--- src/rtl/cla_adder_1.sv ---
// cla_adder_1: 4-bit carry-lookahead adder with registered sum, carry-out and group P/G.
// Carries are flat sum-of-products of per-bit generate/propagate, never rippled.
module cla_adder_1 (
    input  logic       clk,
    input  logic       rst,
    input  logic [3:0] a,
    input  logic [3:0] b,
    input  logic       cin,
    output logic [3:0] s,
    output logic       cout,
    output logic       pg,
    output logic       gg
);
    logic [3:0] w_g;
    logic [3:0] w_p;
    logic [4:0] w_c;
    logic       w_gg;
    logic [3:0] r_s;
    logic       r_cout;
    logic       r_pg;
    logic       r_gg;

    assign w_g = a & b;
    assign w_p = a ^ b;
    assign w_c[0] = cin;
    assign w_c[1] = w_g[0] | (w_p[0] & cin);
    assign w_c[2] = w_g[1] | (w_p[1] & w_g[0]) | (w_p[1] & w_p[0] & cin);
    assign w_c[3] = w_g[2] | (w_p[2] & w_g[1]) | (w_p[2] & w_p[1] & w_g[0])
                  | (w_p[2] & w_p[1] & w_p[0] & cin);
    assign w_c[4] = w_g[3] | (w_p[3] & w_g[2]) | (w_p[3] & w_p[2] & w_g[1])
                  | (w_p[3] & w_p[2] & w_p[1] & w_g[0])
                  | (w_p[3] & w_p[2] & w_p[1] & w_p[0] & cin);
    // Group generate excludes cin so an external lookahead unit can cascade slices
    assign w_gg = w_g[3] | (w_p[3] & w_g[2]) | (w_p[3] & w_p[2] & w_g[1])
                | (w_p[3] & w_p[2] & w_p[1] & w_g[0]);

    always_ff @(posedge clk) begin
        if (rst) begin
            r_s    <= '0;
            r_cout <= 1'b0;
            r_pg   <= 1'b0;
            r_gg   <= 1'b0;
        end else begin
            r_s    <= w_p ^ w_c[3:0];
            r_cout <= w_c[4];
            r_pg   <= &w_p;
            r_gg   <= w_gg;
        end
    end

    assign s    = r_s;
    assign cout = r_cout;
    assign pg   = r_pg;
    assign gg   = r_gg;
endmodule

--- config.mk ---
export PLATFORM = sky130hd
export DESIGN_NAME = cla_adder_1
export DESIGN_NICKNAME = d
export VERILOG_FILES = /design/src/rtl/cla_adder_1.sv
export SDC_FILE = /design/constraint.sdc
export NUM_CORES = 1
export LEC_CHECK = 0
export ABC_AREA = 1
export CORE_AREA = 2 2 39 41
export CTS_BUF_LIST = sky130_fd_sc_hd__clkbuf_2
export CTS_CLUSTER_DIAMETER = 30
export DETAILED_ROUTE_END_ITERATION = 6
export DIE_AREA = 0 0 41 43
export HOLD_SLACK_MARGIN = 0.02
export PLACE_DENSITY_LB_ADDON = 0.08
export SYNTH_ARGS = -nofsm -noshare
export SYNTH_HDL_FRONTEND = slang
export SYNTH_SLANG_ARGS = --single-unit
--- constraint.sdc ---
create_clock -name clk -period 2.8 [get_ports clk]
set_input_delay 0.56 -clock clk [delete_from_list [all_inputs] [get_ports clk]]
set_output_delay 0.56 -clock clk [all_outputs]
set_load 0.05 [all_outputs]
==> metrics.txt, run 1 <==
# rows 14; Die Width 41 microns; First-pass DRT Iterations 2; clock-pin slew on the worst setup and hold paths 70 ps; CP startpoint kind flip-flop; Layout Utilization 0.436; htree depth 1; Area Overhead vs Synth 53.5%; die span in y 43 microns; TritonCTS clock tree built; Post-DP Area between 500 and 600 sq um; WP buf/inv 1; Finished Layout Cells 88; status complete, no violations; Max Buffers Root-to-Sink 2; Synth Area in Compound Gates 0.0573; final setup fails 0; P_leak 0.299 nW; PwrDens a little under 500 nW/um^2; Period minus WS final between 1500 and 2000 ps; GR Overflow Total 0; mapped cell area 393 sq um; setup tns final 0 ps; Worst VDD drop 0.144 mV; layout cells sized above 1 0.0833; final-layout fill cell count 157; drt wl/cell 7.92 microns; Core ar. 1380 sq um; RSZ-0062 raised after global routing no; cell count after placement 84; max cap viols 0; Worst EP arrival 1330 ps; drt total wl 697 microns; layout net count 90; post-CTS setup buffers 0; final hold violation count 0; DR vias/cell approximately 4.1; routability cong. between 0.7 and 0.8; relative slew slack 0.673; Post-CTS Hold Fix Bufs 0; clock tree sinks 7; Synth Area in Simple Gates 0.277; vias in the first global route roughly 310; Yosys cell types 16; adder-cell share of the synthesized area 0.210; largest net degree at the start of global routing 7; initial antenna violation count 0; crit-path max cell delay 790 ps; PortBufs 17; Yosys Warn Count 0; ant diodes 0; most common cell after layout, fill and taps aside clkdlybuf4s50_1; worst hold slack 902 ps; GRT Resource Usage Total 0.103; Final WS setup 906 ps; Critical Path RT around 2200 ps; Setup crit end kind output port; cell area after layout between 600 and 700 sq um; Initial Util 0.284; multiplexer share of the synthesized area 0; xor/xnor share of the synthesized area 0.0223; # DRC 0; CP max-delay cell clkdlybuf4s50_1; Hold Path Class in -> reg; crit-path cells clkdlybuf4s50_1; most frequent cells in the layout clkdlybuf4s50_1 (17), nand2_1 (11), inv_1 (8), nor2_1 (7), dfxtp_1 (7); Tightest Pin Transition 489 ps; first-pass GRT wire length around 1200 microns; syn_nets 68; Cells after Synth between 50 and 60; largest fanout on the critical path 1; Max Slew Vio Count 0; DPL Wire Length 605 microns; Synth Area per Inst 7.70 sq um; Total Power about 0.3 mW; Setup CP Type reg -> out; CP delay by family, top buffers and inverters; Post-CTS Resized 0; Synth Register Bits 7; # IOs 18; Post-Place Worst Slack 860 ps; Fmax 528 MHz; via count 363; Die ar. 1760 sq um; ratio of final minimum period to clock period 0.677; sequential area share after synthesis 0.357; number of DRC markers in iteration 0 15; Root Buffer clkbuf_2; largest family of logic cells by synthesized area simple AND/OR/NAND/NOR gates; antenna viol nets, final 0; CTS buffer count 3
[flip-flops by register name, summed over array words and instances, names as in the netlist]
| name | cells |
|---|---|
| cout | 1 |
| gg | 1 |
| s | 4 |
| pg | 1 |
[kinds of logic after synthesis]
kind of cell,count (synthesis)
AND/OR/NAND/NOR,25
buffers and inverters,8
flip-flops,7
adder cells (fa/ha/maj),6
AO/OA/AOI/OAI,4
XOR/XNOR,1
[report_power, final]
group / total (mW) / switching [mW] / leakage, nW / internal [mW]
sequential: 0.111 / 0.00207 / 0.0581 / 0.109
combinational: 0.109 / 0.0645 / 0.224 / 0.0444
clock: 0.0733 / 0.0354 / 0.0166 / 0.0379
total: 0.293 / 0.102 / 0.299 / 0.191
[path summary, 6_finish.rpt]
path | start | to | slack [ps] | cells past startpoint
max | s[0] | s[0] | 910 | 1
min | rst | s[0] | 900 | 2
[synthesized netlist by cell type]
library cell   n  area share
nor2_1         7       0.067
nor2_2         1       0.016
dfxtp_1        7        0.36
nand2_1       11        0.11
a21boi_0       1       0.019
o21ai_0        1       0.013
nand4_1        1       0.016
fa_1           1       0.051
and3_1         1       0.016
xor2_1         1       0.022
nand2_2        1       0.016
and2_1         1       0.016
ha_1           5        0.16
a21oi_1        2       0.025
inv_1          8       0.076
nand3_1        2       0.025
[final cells by class]
| type | count | area [sq um] | share of cell area |
|---|---|---|---|
| Clock buffer | 4 | 20.0 | 0.0332 |
| Inverter | 8 | 30.0 | 0.0498 |
| Multi-Input combinational cell | 36 | 223 | 0.369 |
| Sequential cell | 7 | 140 | 0.232 |
| Tap cell | 16 | 20.0 | 0.0332 |
| Timing Repair Buffer | 17 | 170 | 0.282 |
[routing by layer]
metal / global-route usage / vias up / wire (microns)
met1: 0.116 / 145 / 304
met4: 0.100 / 0 / 10
li1: - / 202 / -
met2: 0.144 / 14 / 334
met5: 0 / - / 0
met3: 0.0314 / 2 / 46
Power figures use the tool's default switching activity.
==> run 2: changes to the inputs <==
==> constraint.sdc (replaced) <==
create_clock -name clk -period 1.6 [get_ports clk]
set_input_delay 0.32 -clock clk [delete_from_list [all_inputs] [get_ports clk]]
set_output_delay 0.32 -clock clk [all_outputs]
set_load 0.05 [all_outputs]
==> run 2 against run 1 <==
  * Critical path depth increased by 5
  * Utilization grew 1.4 points
  * Final cell count rose by 5.7%
  * Power rose by 77%
  * Non-clock buffer count rose by 5
  * Die area is the same
  * Critical path type is now in -> reg
  * Combinational power is 83% higher
  * Flip-flop and latch count unchanged
  * Sequential power up 76%
  * First-iteration DRC count decreased by 93%
==> metrics.txt, run 2 (synthesized netlist as in run 1, its figures left out) <==
status complete, no violations (unchanged); drt total wl 672 microns (was 697 microns); htree depth 1 (unchanged); GRT Resource Usage Total 0.104 (was 0.103); Worst EP arrival 1530 ps (was 1330 ps); area of the multi-input gates 223 sq um (unchanged); layout cells sized above 1 0.234 (was 0.0833); DPL Wire Length 612 microns (was 605 microns); CTS buffer count 3 (unchanged); Post-Place Worst Slack -72.7 ps (was 860 ps); clock-pin slew on the worst setup and hold paths 60 ps (was 70 ps); PwrDens 831 nW/um^2 (was 486 nW/um^2); Max Slew Vio Count 0 (unchanged); Post-DP Area 603 sq um (was 583 sq um); final setup fails 0 (unchanged); Critical Path RT 1710 ps (was 2240 ps); Finished Layout Cells 93 (was 88); Die ar. 1760 sq um (unchanged); P_leak 0.334 nW (was 0.299 nW); final hold violation count 0 (unchanged); antenna viol nets, final 0 (unchanged); drt wl/cell 7.23 microns (was 7.92 microns); Setup CP Type in -> reg (was reg -> out); clock tree sinks 7 (unchanged); RSZ-0062 raised after global routing no (unchanged); Area Overhead vs Synth 58.6% (was 53.5%); ant diodes 0 (unchanged); cell count after placement 89 (was 84); vias in the first global route 363 (was 314); # IOs 18 (unchanged); Root Buffer clkbuf_2 (unchanged); First-pass DRT Iterations 2 (unchanged); number of DRC markers in iteration 0 1 (was 15); worst hold slack 655 ps (was 902 ps); Total Power 0.518 mW (was 0.293 mW); Hold Path Class in -> reg (unchanged); Setup crit end kind flip-flop (was output port); Die Width 41 microns (unchanged); max cap viols 0 (unchanged); initial antenna violation count 0 (unchanged); layout net count 95 (was 90); setup tns final 0 ps (unchanged); Core ar. 1380 sq um (unchanged); # DRC 0 (unchanged); # rows 14 (unchanged); first-pass GRT wire length 1240 microns (was 1190 microns); DR vias/cell 4.14 (was 4.13); Post-CTS Resized 0 (unchanged); largest net degree at the start of global routing 6 (was 7); ratio of final minimum period to clock period 0.887; Fmax 704 MHz; TritonCTS clock tree built (unchanged); routability cong. 0.730 (was 0.746); relative slew slack 0.879 (was 0.673); Initial Util 0.284 (unchanged); via count 385 (was 363); most common cell after layout, fill and taps aside buf_4 (was clkdlybuf4s50_1); final-layout fill cell count 146 (was 157); post-CTS setup buffers 0 (unchanged); GR Overflow Total 0 (unchanged); die span in y 43 microns (unchanged); register area 140 sq um (unchanged); Largest register FFs 4 (unchanged); Max Buffers Root-to-Sink 2 (unchanged); Period minus WS final about 1400 ps; CP startpoint kind input port (was flip-flop); cell area after layout 623 sq um (was 603 sq um); Post-CTS Hold Fix Bufs 0 (unchanged); most frequent cells in the layout buf_4 (12), nand2_1 (11), clkdlybuf4s50_1 (10), inv_1 (8) (was clkdlybuf4s50_1 (17), nand2_1 (11), inv_1 (8), nor2_1 (7), dfxtp_1 (7)); largest fanout on the critical path 5 (was 1); Tightest Pin Transition 181 ps (was 489 ps); Worst VDD drop 0.224 mV (was 0.144 mV); PortBufs 17 (unchanged); Layout Utilization 0.450 (was 0.436); Final WS setup 180 ps (was 906 ps)
-- run 2: changes by cell type in the layout (fill, tap and decap cells not counted) --
cell,delta
buf_4,+12
clkdlybuf4s50_1,-7
-- run 2: layer usage --
layer,global-route usage,vias to the layer above,wire length (microns)
li1,-,210,-
met1,0.109,163,297
met2,0.163,12,333
met3,0.0157,0,41
met4,0.100,0,0
met5,0,-,0
-- run 2: layout make-up --
cell class,instances,area share
sequential,7,0.225
multi-input combinational,36,0.357
tap,16,0.0321
inverter,8,0.0482
timing repair buffer,22,0.305
clock buffer,4,0.0321
-- run 2: worst max-delay path, cell delays in order --
cell and delay (ps):
clkdlybuf4s50_1 400, ha_1 360, a21oi_1 190, nand2_1 60, o21ai_0 140, nor2_1 50
-- run 2: power breakdown --
part           switching (mW)  total [mW]  internal, mW
sequential            0.00378       0.195         0.191
clock                  0.0577       0.124        0.0664
combinational           0.114       0.199        0.0846
-- run 2: path summary, 6_finish.rpt --
path	startpoint	to	slack, ps	cells after the start
worst max-delay path	a[1]	s[2]	180	6
worst min-delay path	rst	s[0]	660	2
==> run 3: changes to the inputs <==
==> constraint.sdc (replaced) <==
create_clock -name clk -period 1.3 [get_ports clk]
set_input_delay 0.325 -clock clk [delete_from_list [all_inputs] [get_ports clk]]
set_output_delay 0.325 -clock clk [all_outputs]
set_load 0.05 [all_outputs]
==> run 3 against run 2 <==
  * Routed wire length up 6.0%
  * Combinational power increased by 54%
  * Cell area grew 20%
  * Sequential power is 29% higher
  * Die area unchanged
  * First-iteration DRC count grew 100%
  * Setup slack got worse by 86 ps
  * Critical endpoint is now s[3]
  * Clock-buffer cell count is the same
  * Critical path depth up 3
  * Final cell count increased by 1.1%
==> metrics.txt, run 3 (synthesized netlist as in run 1, its figures left out) <==
status complete, no violations (unchanged); GR Overflow Total 0 (unchanged); final-layout fill cell count 129 (was 146); Fmax 829 MHz; number of DRC markers in iteration 0 2 (was 1); Root Buffer clkbuf_2 (unchanged); crit-path max cell delay 300 ps (was 400 ps); worst hold slack 460 ps (was 655 ps); wire length on met1 291 microns (was 297 microns); TritonCTS clock tree built (unchanged); most common cell after layout, fill and taps aside nand2_1 (was buf_4); Worst VDD drop 0.410 mV (was 0.224 mV); RSZ-0062 raised after global routing no (unchanged); CP startpoint kind input port (unchanged); Layout Utilization 0.542 (was 0.450); Largest register FFs 4 (unchanged); DPL Wire Length 634 microns (was 612 microns); clock tree sinks 7 (unchanged); antenna viol nets, final 0 (unchanged); Initial Util 0.284 (unchanged); Core ar. 1380 sq um (unchanged); vias in the first global route 388 (was 363); clock-pin slew on the worst setup and hold paths 60 ps (about the same); Max Slew Vio Count 0 (unchanged); Period minus WS final 1210 ps; PwrDens 947 nW/um^2 (was 831 nW/um^2); GRT Resource Usage Total 0.107 (was 0.104); CP delay by family, top simple AND/OR/NAND/NOR gates (was buffers and inverters); Die ar. 1760 sq um (unchanged); last element of the critical path s[3] (was s[2]); Post-CTS Hold Fix Bufs 0 (unchanged); final setup fails 0 (unchanged); most frequent cells in the layout nand2_1 (10), inv_1 (8), dlygate4sd2_1 (8) (was buf_4 (12), nand2_1 (11), clkdlybuf4s50_1 (10), inv_1 (8)); first-pass GRT wire length 1320 microns (was 1240 microns); Post-Place Worst Slack -382 ps (was -72.7 ps); Critical Path RT 1420 ps (was 1710 ps); # IOs 18 (unchanged); routability cong. 0.756 (was 0.730); Hold Path Class in -> reg (unchanged); DR vias/cell 4.27 (was 4.14); First-pass DRT Iterations 2 (unchanged); Worst EP arrival 1320 ps (was 1530 ps); # DRC 0 (unchanged); CP max-delay cell ha_4 (was clkdlybuf4s50_1); Tightest Pin Transition 163 ps (was 181 ps); Crit. path cell count 9 (was 6); max cap viols 0 (unchanged); layout net count 96 (was 95); # rows 14 (unchanged); post-CTS setup buffers 0 (unchanged); relative slew slack 0.891 (was 0.879); Area Overhead vs Synth 91.1% (was 58.6%); Setup crit end kind flip-flop (unchanged); Setup CP Type in -> reg (unchanged); initial antenna violation count 0 (unchanged); WP buf/inv 1 (unchanged); final hold violation count 0 (unchanged); Die Width 41 microns (unchanged); drt total wl 712 microns (was 672 microns); crit path launch a[1] (unchanged); largest fanout on the critical path 5 (unchanged); ratio of final minimum period to clock period 0.928; drt wl/cell 7.57 microns (was 7.23 microns); die span in y 43 microns (unchanged); via count 401 (was 385); Top cell by count, worst path nand2_1; Final WS setup 94.2 ps (was 180 ps); crit-path cells dlygate4sd2_1 -> ha_4 -> nand2_2 -> nor2_2 -> nand2_1 -> nand2_2 -> nand2_1 -> nand2_1 -> nor2_1 (was clkdlybuf4s50_1 -> ha_1 -> a21oi_1 -> nand2_1 -> o21ai_0 -> nor2_1); Highest Signal Layer met3 (unchanged); routed wl met3 47 microns (was 41 microns); layout cells sized above 1 0.295 (was 0.234); largest net degree at the start of global routing 6 (unchanged); PortBufs 17 (unchanged); Max Buffers Root-to-Sink 2 (unchanged); P_leak 0.383 nW (was 0.334 nW); htree depth 1 (unchanged); ant diodes 0 (unchanged); CTS buffer count 3 (unchanged); met2 wire length 373 microns (was 333 microns)
run 3: per-layer routing:
metal	vias up	GRT usage
met4	0	0.0600
met1	177	0.117
met5	-	0
met2	12	0.181
met3	0	0.0157
li1	212	-
run 3: power breakdown:
part / switching (mW) / leakage, nW / total [mW] / internal [mW]
Sequential: 0.0158 / 0.0581 / 0.251 / 0.236
Combinational: 0.147 / 0.308 / 0.307 / 0.160
Clock: 0.0704 / 0.0166 / 0.152 / 0.0817
Total: 0.234 / 0.383 / 0.711 / 0.477
run 3: repair_timing:
action,4_1_cts,5_1_grt
gates resized for setup,11,2
setup endpoints to repair,6,2
pin swaps,3,3
cloned,0,0
run 3: how the worst min path moves through the flow:
stage,start,end,slack (ps),depth (start not counted)
after floorplan,rst,s[0],390,1
after global placement,gg,gg,770,1
after detailed placement,gg,gg,770,1
after CTS,b[0],s[0],670,4
after global routing,cin,cout,500,4
final,cin,cout,460,4
run 3: cell type report:
class / instances / area, sq um / share of cell area
clock buffer: 4 / 20.0 / 0.0267
sequential: 7 / 140 / 0.187
inverter: 8 / 30.0 / 0.0400
timing repair buffer: 23 / 278 / 0.370
multi-input combinational: 36 / 263 / 0.350
tap: 16 / 20.0 / 0.0267
run 3: through the flow:
step           instance area, sq um  instances  total power, mW  setup TNS (ps)
2_1_floorplan                   393         51            0.393               0
3_3_place_gp                    698         90            0.555           -2120
3_5_place_dp                    698         90            0.557           -2230
4_1_cts                         746         94            0.721               0
5_1_grt                         751         94            0.755               0
6_report                        751         94            0.711               0
